File: src/rtl/airi5c_float_to_int_converter.sv
// ---------------------------------------------------------------------------
// airi5c_float_to_int_converter
//
// Multi-cycle FCVT.W.S / FCVT.WU.S unit. Converts a binary32 operand into a
// 32-bit signed or unsigned integer. The hidden-bit mantissa is shifted by the
// unbiased exponent into an integer part plus guard/sticky bits. The magnitude
// is then rounded and negated, and finally saturated to the destination range.
//
// Ports:
//   clk          clock
//   reset        synchronous, active-high reset
//   kill         abort the in-flight operation
//   load         start a conversion, operands sampled this cycle
//   op_a         binary32 operand
//   unsigned_op  1 = FCVT.WU.S, 0 = FCVT.W.S
//   rm           resolved rounding mode (RNE/RTZ/RDN/RUP/RMM, 101..111 = RNE)
//   int_out      integer result (held until the next result)
//   ready        one-cycle pulse, int_out/NV/NX valid
//   NV           invalid flag
//   NX           inexact flag
//
// Configuration macro:
//   AIRI5C_FCVT_OUT_REG_EN  adds a register stage after saturation; the
//                           latency becomes 3 instead of 2.
// ---------------------------------------------------------------------------
module airi5c_float_to_int_converter (
    input  logic        clk,
    input  logic        reset,
    input  logic        kill,
    input  logic        load,
    input  logic [31:0] op_a,
    input  logic        unsigned_op,
    input  logic [2:0]  rm,
    output logic [31:0] int_out,
    output logic        ready,
    output logic        NV,
    output logic        NX
);

    // Rounding increment decision applied to the truncated magnitude; the
    // extra MSB keeps the carry for the range check.
    function automatic logic [32:0] round_mag(
        input logic [31:0] mag,
        input logic        g,
        input logic        s,
        input logic        sgn,
        input logic [2:0]  mode
    );
        logic inc;
        case (mode)
            3'b001:  inc = 1'b0;
            3'b010:  inc = sgn & (g | s);
            3'b011:  inc = ~sgn & (g | s);
            3'b100:  inc = g;
            default: inc = g & (s | mag[0]);
        endcase
        return {1'b0, mag} + {32'd0, inc};
    endfunction

    // Returns {NV, result}. NaN and out-of-range inputs saturate; otherwise
    // the rounded magnitude is negated for negative inputs.
    function automatic logic [32:0] saturate(
        input logic [32:0] m,
        input logic        sgn,
        input logic        nan,
        input logic        big,
        input logic        uns
    );
        logic        ovf;
        logic [31:0] res;
        if (uns)
            ovf = big | m[32] | (sgn & (m != 33'd0));
        else
            ovf = big | (m > 33'h080000000) | ((m == 33'h080000000) & ~sgn);
        if (nan) begin
            res = uns ? 32'hFFFF_FFFF : 32'h7FFF_FFFF;
            return {1'b1, res};
        end
        if (ovf) begin
            if (uns)
                res = sgn ? 32'h0000_0000 : 32'hFFFF_FFFF;
            else
                res = sgn ? 32'h8000_0000 : 32'h7FFF_FFFF;
            return {1'b1, res};
        end
        res = sgn ? (~m[31:0] + 32'd1) : m[31:0];
        return {1'b0, res};
    endfunction

    // ------------------------------------------------------------------
    // Stage 1 combinational: unpack, classify, align
    // ------------------------------------------------------------------
    logic               w_sign;
    logic [7:0]         w_exp;
    logic [22:0]        w_frac;
    logic               w_zero;
    logic               w_sub;
    logic               w_inf;
    logic               w_nan;
    logic signed [9:0]  w_e;
    logic [23:0]        w_mant;
    logic [63:0]        w_ext;
    logic [4:0]         w_rsh;
    logic [4:0]         w_lsh;
    logic [31:0]        w_int;
    logic               w_guard;
    logic               w_sticky;
    logic               w_big;

    assign w_sign = op_a[31];
    assign w_exp  = op_a[30:23];
    assign w_frac = op_a[22:0];
    assign w_zero = (w_exp == 8'd0) && (w_frac == 23'd0);
    assign w_sub  = (w_exp == 8'd0) && (w_frac != 23'd0);
    assign w_inf  = (w_exp == 8'hFF) && (w_frac == 23'd0);
    assign w_nan  = (w_exp == 8'hFF) && (w_frac != 23'd0);
    assign w_e    = $signed({2'b00, w_exp}) - 10'sd127;
    assign w_mant = {(w_exp != 8'd0), w_frac};

    always_comb begin
        w_ext    = '0;
        w_rsh    = '0;
        w_lsh    = '0;
        w_int    = '0;
        w_guard  = 1'b0;
        w_sticky = 1'b0;
        w_big    = 1'b0;
        if (w_zero || w_nan) begin
            w_int = '0;
        end else if (w_inf || (w_e >= 10'sd32)) begin
            w_big = 1'b1;
        end else if (w_sub || (w_e < -10'sd1)) begin
            w_sticky = 1'b1;
        end else if (w_e == -10'sd1) begin
            w_guard  = 1'b1;
            w_sticky = |w_frac;
        end else if (w_e <= 10'sd23) begin
            // Mantissa placed at bits [55:32] so the 32 bits below the
            // integer part collect the shifted-out fraction.
            w_rsh    = 5'(10'sd23 - w_e);
            w_ext    = {8'd0, w_mant, 32'd0} >> w_rsh;
            w_int    = w_ext[63:32];
            w_guard  = w_ext[31];
            w_sticky = |w_ext[30:0];
        end else begin
            w_lsh = 5'(w_e - 10'sd23);
            w_int = {8'd0, w_mant} << w_lsh;
        end
    end

    logic               r_vld_p1;
    logic               r_sign_p1;
    logic               r_nan_p1;
    logic               r_big_p1;
    logic               r_uns_p1;
    logic [2:0]         r_rm_p1;
    logic [31:0]        r_int_p1;
    logic               r_guard_p1;
    logic               r_sticky_p1;

    always_ff @(posedge clk) begin
        if (reset)
            r_vld_p1 <= 1'b0;
        else
            r_vld_p1 <= load;
    end

    always_ff @(posedge clk) begin
        if (load) begin
            r_sign_p1   <= w_sign;
            r_nan_p1    <= w_nan;
            r_big_p1    <= w_big;
            r_uns_p1    <= unsigned_op;
            r_rm_p1     <= rm;
            r_int_p1    <= w_int;
            r_guard_p1  <= w_guard;
            r_sticky_p1 <= w_sticky;
        end
    end

    // ------------------------------------------------------------------
    // Stage 2 combinational: round, negate, saturate
    // ------------------------------------------------------------------
    logic [32:0] w_mag_p1;
    logic [32:0] w_sat_p1;
    logic        w_nx_p1;
    logic        w_adv_p1;

    assign w_mag_p1 = round_mag(r_int_p1, r_guard_p1, r_sticky_p1, r_sign_p1, r_rm_p1);
    assign w_sat_p1 = saturate(w_mag_p1, r_sign_p1, r_nan_p1, r_big_p1, r_uns_p1);
    assign w_nx_p1  = ~w_sat_p1[32] & (r_guard_p1 | r_sticky_p1);
    // A new load or a kill drops whatever is in flight.
    assign w_adv_p1 = r_vld_p1 & ~kill & ~load;

`ifdef AIRI5C_FCVT_OUT_REG_EN
    logic        r_vld_p2;
    logic [31:0] r_res_p2;
    logic        r_nv_p2;
    logic        r_nx_p2;
    logic        w_adv_p2;

    always_ff @(posedge clk) begin
        if (reset)
            r_vld_p2 <= 1'b0;
        else
            r_vld_p2 <= w_adv_p1;
    end

    always_ff @(posedge clk) begin
        if (w_adv_p1) begin
            r_res_p2 <= w_sat_p1[31:0];
            r_nv_p2  <= w_sat_p1[32];
            r_nx_p2  <= w_nx_p1;
        end
    end

    assign w_adv_p2 = r_vld_p2 & ~kill & ~load;

    // ------------------------------------------------------------------
    // Output stage
    // ------------------------------------------------------------------
    always_ff @(posedge clk) begin
        if (reset) begin
            ready   <= 1'b0;
            int_out <= '0;
            NV      <= 1'b0;
            NX      <= 1'b0;
        end else begin
            ready <= w_adv_p2;
            if (w_adv_p2) begin
                int_out <= r_res_p2;
                NV      <= r_nv_p2;
                NX      <= r_nx_p2;
            end
        end
    end
`else
    // ------------------------------------------------------------------
    // Output stage
    // ------------------------------------------------------------------
    always_ff @(posedge clk) begin
        if (reset) begin
            ready   <= 1'b0;
            int_out <= '0;
            NV      <= 1'b0;
            NX      <= 1'b0;
        end else begin
            ready <= w_adv_p1;
            if (w_adv_p1) begin
                int_out <= w_sat_p1[31:0];
                NV      <= w_sat_p1[32];
                NX      <= w_nx_p1;
            end
        end
    end
`endif

endmodule

File: config.mk
export PLATFORM = sky130hd
export DESIGN_NAME = airi5c_float_to_int_converter
export DESIGN_NICKNAME = d
export VERILOG_FILES = /design/src/rtl/airi5c_float_to_int_converter.sv
export SDC_FILE = /design/constraint.sdc
export NUM_CORES = 1
export LEC_CHECK = 0
export CAP_MARGIN = 25
export CORE_MARGIN = 4
export CORE_UTILIZATION = 55
export DETAILED_ROUTE_END_ITERATION = 10
export GPL_TIMING_DRIVEN = 0
export MAX_ROUTING_LAYER = met4
export PLACE_DENSITY = 0.77
export SLEW_MARGIN = 20
export SYNTH_ARGS = -nofsm -noshare
export SYNTH_HDL_FRONTEND = slang
export SYNTH_SLANG_ARGS = --single-unit
File: constraint.sdc
create_clock -name clk -period 5 [get_ports clk]
set_input_delay 0.75 -clock clk [delete_from_list [all_inputs] [get_ports clk]]
set_output_delay 0.75 -clock clk [all_outputs]
set_load 0.02 [all_outputs]
==> results.ini <==
[status]
status=completed

[clocking]
cts_htree_levels=3
clock_path_buffers=2
clkTransAtPathRegs_ns=0.06
insertion_delay_ns=0.36
clockRootBuffer=clkbuf_16
cts_tree=built
cts_made_buffers=9
hold_buffers=0
cts_sinks=77

[final_layout]
n_antenna_cell=0
fillCellCount=1210
finalInstanceArea_sq_um=9350
final_cell_mix=nor2_1, nand2_1, a21oi_1
mostFrequentLayoutCell=nor2_1
layout-drive-gt1-share_pct=11.4
final_cells=1296
finalNetCount=1163
final_util_pct=66.6
multi_input_comb_area_sq_um=5720
area_growth_pct=17.6
reg.largest.list=int_out (32), r_int_p1 (32), r_rm_p1 (3)
ff_latch_area_sq_um=1950

[detailed_routing]
firstDrtPassIters=6
vias_per_cell=7.00
routed-via-count=9072
antenna_left=0
drtIter0Drc=1226
drc=0
wl_mm=30.0
routedWlPerCell_um=23.2

[placement]
placedCellCount=1277
hpwl_mm=23.5
place_area_sq_um=8910
io_buffers=72
gp_congestion=1.04

[grt]
gr-total-overflow=0
grt_pass1_vias=7971
grt_start_max_net_pins=38
grt_pass1_wl_mm=45.9
antenna_found_initial=0
grt_usage_pct=36.9

[timing]
drv_slew=0
fmax_mhz=206
hold_violations=0
finalSetupViolCount=0
finClkSkew_ns=0.0116
timing.hold.ws_ns=0.451
rsz0062_at_grt=false
worst_pin_slew_ns=0.936
relSlewSlack_pct=36.7
final.min_clock_period_ns=4.85
period_share_pct=97.0

[critical_path]
arrival_ns=4.93
endpoint_kind=flop
crit_type=in2reg
reg2reg_depth=17
reg2reg_setup_slack_ns=0.28
cp_max_fo=10
critPathRequiredTime_ns=5.08
cp-start-kind=input port
reg2reg_to=int_out[13]
reg2reg_from=r_sign_p1

[die]
rows=43
io_pins=75
start_util_pct=56.6
die_width_um=128
core_sq_um=14000
die_h_um=128
dieArea_sq_um=16400

[synthesis]
synth_area_per_cell_sq_um=7.77
synth_edf_count=41
syn_inst=1024
synth.distinct_cells=83
ys_seq_area_share_pct=24.5
synth_warnings=0
netlist_area_sq_um=7950
async_reset_ff_share_pct=0
syn_nets=1075
ys.flop_type=edfxtp_1
ys_ff_latch=77

[pwr]
total_power_uw=2380
p_leak_uw=0.00322
ir_drop_mv=0.206
power_density_nw_per_um2=254

[run]
cap_violations=0

[worst_hold_path]
hp-start=NX
hold_end=NX
hold_path.class=reg2reg
hold_depth=2

## worst max path at each step
stage               startpoint           end  slack [ns]  cells after the start
floorplan             op_a[23]  r_int_p1[22]        0.91                     14
global placement      op_a[23]  r_int_p1[25]       -1.33                     13
detailed placement    op_a[23]  r_int_p1[25]       -1.31                     13
CTS                  r_sign_p1   int_out[13]       0.004                     17
global route         r_sign_p1   int_out[13]        0.01                     18
finish                op_a[23]   r_sticky_p1        0.15                     14
## through the flow
step	worst slack [ns]	TNS [ns]
2_1_floorplan	0.906	0
3_3_place_gp	-1.33	-29.44
3_5_place_dp	-1.31	-29.29
4_1_cts	0.00353	0
5_1_grt	0.0134	0
6_report	0.152	0
## routing by layer
metal | global-route usage [%] | up-vias | share of wire (%) | wire length [um]
met5 | - | - | 0 | 0
met4 | 7.24 | 0 | 2.3 | 701
met3 | 10.8 | 84 | 13 | 3950
met2 | 51.5 | 660 | 42 | 12600
met1 | 53.3 | 4270 | 43 | 12800
li1 | - | 4058 | - | -
## critical path: stages
cell and delay, ns:
clkdlybuf4s50_1 0.51, clkbuf_4 0.27, buf_2 0.25, clkinv_2 0.18, ha_1 0.18, nor4b_1 0.76
nand2_1 0.35, a22o_1 0.36, nand2_1 0.10, o211ai_1 0.16, a2111oi_0 0.49, and4_1 0.28
a311o_1 0.19, a21oi_1 0.08
## cells by family after synthesis
kind of cell    share of synthesized area (%)
simple gates                             28.1
flops                                    24.5
xor+xnor                                 5.18
mux                                      12.2
buf+inv                                  4.59
compound gates                           23.6
fa+ha+maj                                1.73
## repair_timing
item / 4_1_cts / 5_1_grt
setup buffers: 1 / 5
pin swaps: 1 / 2
setup endpoints to repair: 65 / 57
gates resized for setup: 16 / 12
## final cells by class
| class | instances | share of cell area, % |
|---|---|---|
| Timing Repair Buffer | 79 | 8.35 |
| Clock buffer | 9 | 2.41 |
| Clock inverter | 6 | 0.763 |
| Buffer | 72 | 3.45 |
| Multi-Input combinational cell | 860 | 61.2 |
| Inverter | 13 | 0.535 |
| Sequential cell | 77 | 20.9 |
| Tap cell | 180 | 2.41 |
## synth_stat cells, types with 18 or more instances
cell type,n,area [sq um]
a21oi_1,76,380
nand3_1,57,285
a31oi_1,24,150
nor2_1,133,499
xnor2_1,22,193
a211oi_1,26,195
clkbuf_1,44,165
o21ai_0,49,245
edfxtp_1,41,1230
mux2i_1,42,420
mux4_2,18,405
xor2_1,25,219
nor3_1,36,180
nand4_1,25,156
nand2_1,112,420
dfxtp_1,36,721
## power breakdown
group          internal [uW]  total, uW  switching (uW)
clock                    388        669             281
sequential               712        763            50.6
combinational            327        947             620
total                   1430       2380             951
Power figures use the tool's default switching activity.
==> RTL edit (same settings) <==
Build with the macro `AIRI5C_FCVT_OUT_REG_EN` defined.
--- a/src/rtl/airi5c_float_to_int_converter.sv
+++ b/src/rtl/airi5c_float_to_int_converter.sv
@@ -24,4 +24,6 @@
 //                           latency becomes 3 instead of 2.
 // ---------------------------------------------------------------------------
+`define AIRI5C_FCVT_OUT_REG_EN
+
 module airi5c_float_to_int_converter (
     input  logic        clk,
Formal check against the unedited RTL: not equivalent (Yosys sat finds a counterexample within 4 cycles, from zero or initial values and one cycle with reset high).
==> RTL edit against the original RTL <==
  * Global-route usage fell by 7.8 points
  * Cell area rose by 15%
  * Core utilization fell by 1.8 points
  * Non-clock buffer count rose by 19
  * Sequential share of layout area rose by 6.9 points
  * Routed wire length fell by 6.2%
  * Area after synthesis rose by 18%
  * Worst hold slack improved by 0.0054 ns
  * Count of clock-buffer cells in the layout rose by 1
  * Total power rose by 15%
  * Maximum frequency rose by 1.4%
  * Setup slack improved by 0.065 ns
  * Sequential cell count rose by 35
  * Critical path type is now reg2reg
  * Critical endpoint is now r_res_p2[30]
  * Largest power group is now registers
==> RTL edit: results (changes against the original RTL) <==
stage	metric	value	unit	change
grt	grt_use_met2	0.516		was 0.515
placed_design	io_buffers	70		was 72
power_and_ir_drop	p_leak	3.55	nW	was 3.22 nW
detailed_routing	drt_iter0_markers	921		was 1226
detailed_routing	met2WireLength	14.1	mm	was 12.6 mm
placed_design	place_ws	-0.946	ns	was -1.31 ns
finish	reg.largest.list	int_out: 32 flops, r_int_p1: 32 flops, r_res_p2: 32 flops		was int_out: 32 flops, r_int_p1: 32 flops, r_rm_p1: 3 flops
grt	grt_use_met1	0.318		was 0.533
detailed_routing	dr_wl_met3	1.35	mm	was 3.95 mm
setup_path	rr_endpoint	r_res_p2[30]		was int_out[13]
finish	fillers	1471		was 1210
finish	drive_gt1_frac	0.110		was 0.114
min_path	hold_end	int_out[29]		was NX
setup_path	arrival	4.89	ns	was 4.93 ns
placed_design	dpl_cell_area	10400	sq um	was 8910 sq um
setup_path	reg2reg_slack	0.22	ns	was 0.28 ns
logic_synthesis	synth_cells	1133		was 1024
grt	grt_use_met3	0.0273		was 0.108
placed_design	dp_cells	1424		was 1277
min_path	worstHoldStart	int_out[29]		was NX
cts	cts.clk_slew.worst_paths	0.08	ns	was 0.06 ns
grt	grt_pass1_wl	44.3	mm	was 45.9 mm
logic_synthesis	synth_area_leaders	edfxtp_1 (24%), dfxtp_1 (7.9%), mux4_2 (7.0%)		was edfxtp_1 (15%), dfxtp_1 (9.1%), nor2_1 (6.3%)
detailed_routing	met1Wirelength	10.7	mm	was 12.8 mm
status	status	finished clean		unchanged
logic_synthesis	ys_types	79		was 83
logic_synthesis	syn_nets	1184		was 1075
timing	hold_slack	0.456	ns	was 0.451 ns
==> RTL edit: area by class of cell <==
cell class,instances,area [sq um],area share
clock inverters,6,70.1,0.00650
multi-input cells,907,5970,0.554
flip-flops and latches,112,2990,0.278
well taps,220,275,0.0255
clock buffers,10,239,0.0222
repair buffers,75,746,0.0692
inverters,18,67.6,0.00627
plain buffers,95,420,0.0390
==> RTL edit: timing repair <==
item                                    CTS  global route
buffers inserted                          0             4
resized for setup                        12            14
pin swaps                                 0             1
endpoints found under the setup margin   67            55
==> RTL edit: worst max path at each step <==
stage                         endpoint  slack, ns  cells after the start
after global placement    r_int_p1[16]      -0.96                     17
final                     r_res_p2[30]       0.22                     18
after detailed placement  r_int_p1[18]      -0.95                     17
after floorplan            r_sticky_p1       0.66                     15
after CTS                 r_res_p2[30]       0.03                     18
after global routing      r_res_p2[30]      -0.03                     18
==> RTL edit: logic make-up after synthesis <==
group,count (synthesis),share of synthesized area
AO/OA/AOI/OAI,290,0.197
multiplexers,80,0.126
XOR/XNOR,52,0.0486
AND/OR/NAND/NOR,474,0.244
adder cells (fa/ha/maj),11,0.0147
buffers and inverters,114,0.0505
flip-flops,112,0.320
==> RTL edit: power by group <==
group,internal [mW],leakage (nW),switching [mW]
clock network,0.370,0.152,0.366
registers,1.03,0.956,0.0281
logic,0.352,2.44,0.595
total,1.75,3.55,0.989
==> RTL edit: worst max-delay path: stages (launching register included) <==
cell      delay, ns
edfxtp_1       0.49
clkbuf_4       0.27
xnor2_1        0.19
nor3b_1        0.07
a21oi_1        0.11
nor2_1         0.06
ha_1           0.20
ha_1           0.19
buf_2          0.19
and3_1         0.16
clkbuf_1       0.15
o32a_1         0.35
a211oi_4       0.34
nor3b_4        0.30
nand4_1        0.23
nand2b_1       0.29
or4_1          0.45
o21ba_1        0.18
o32a_1         0.28
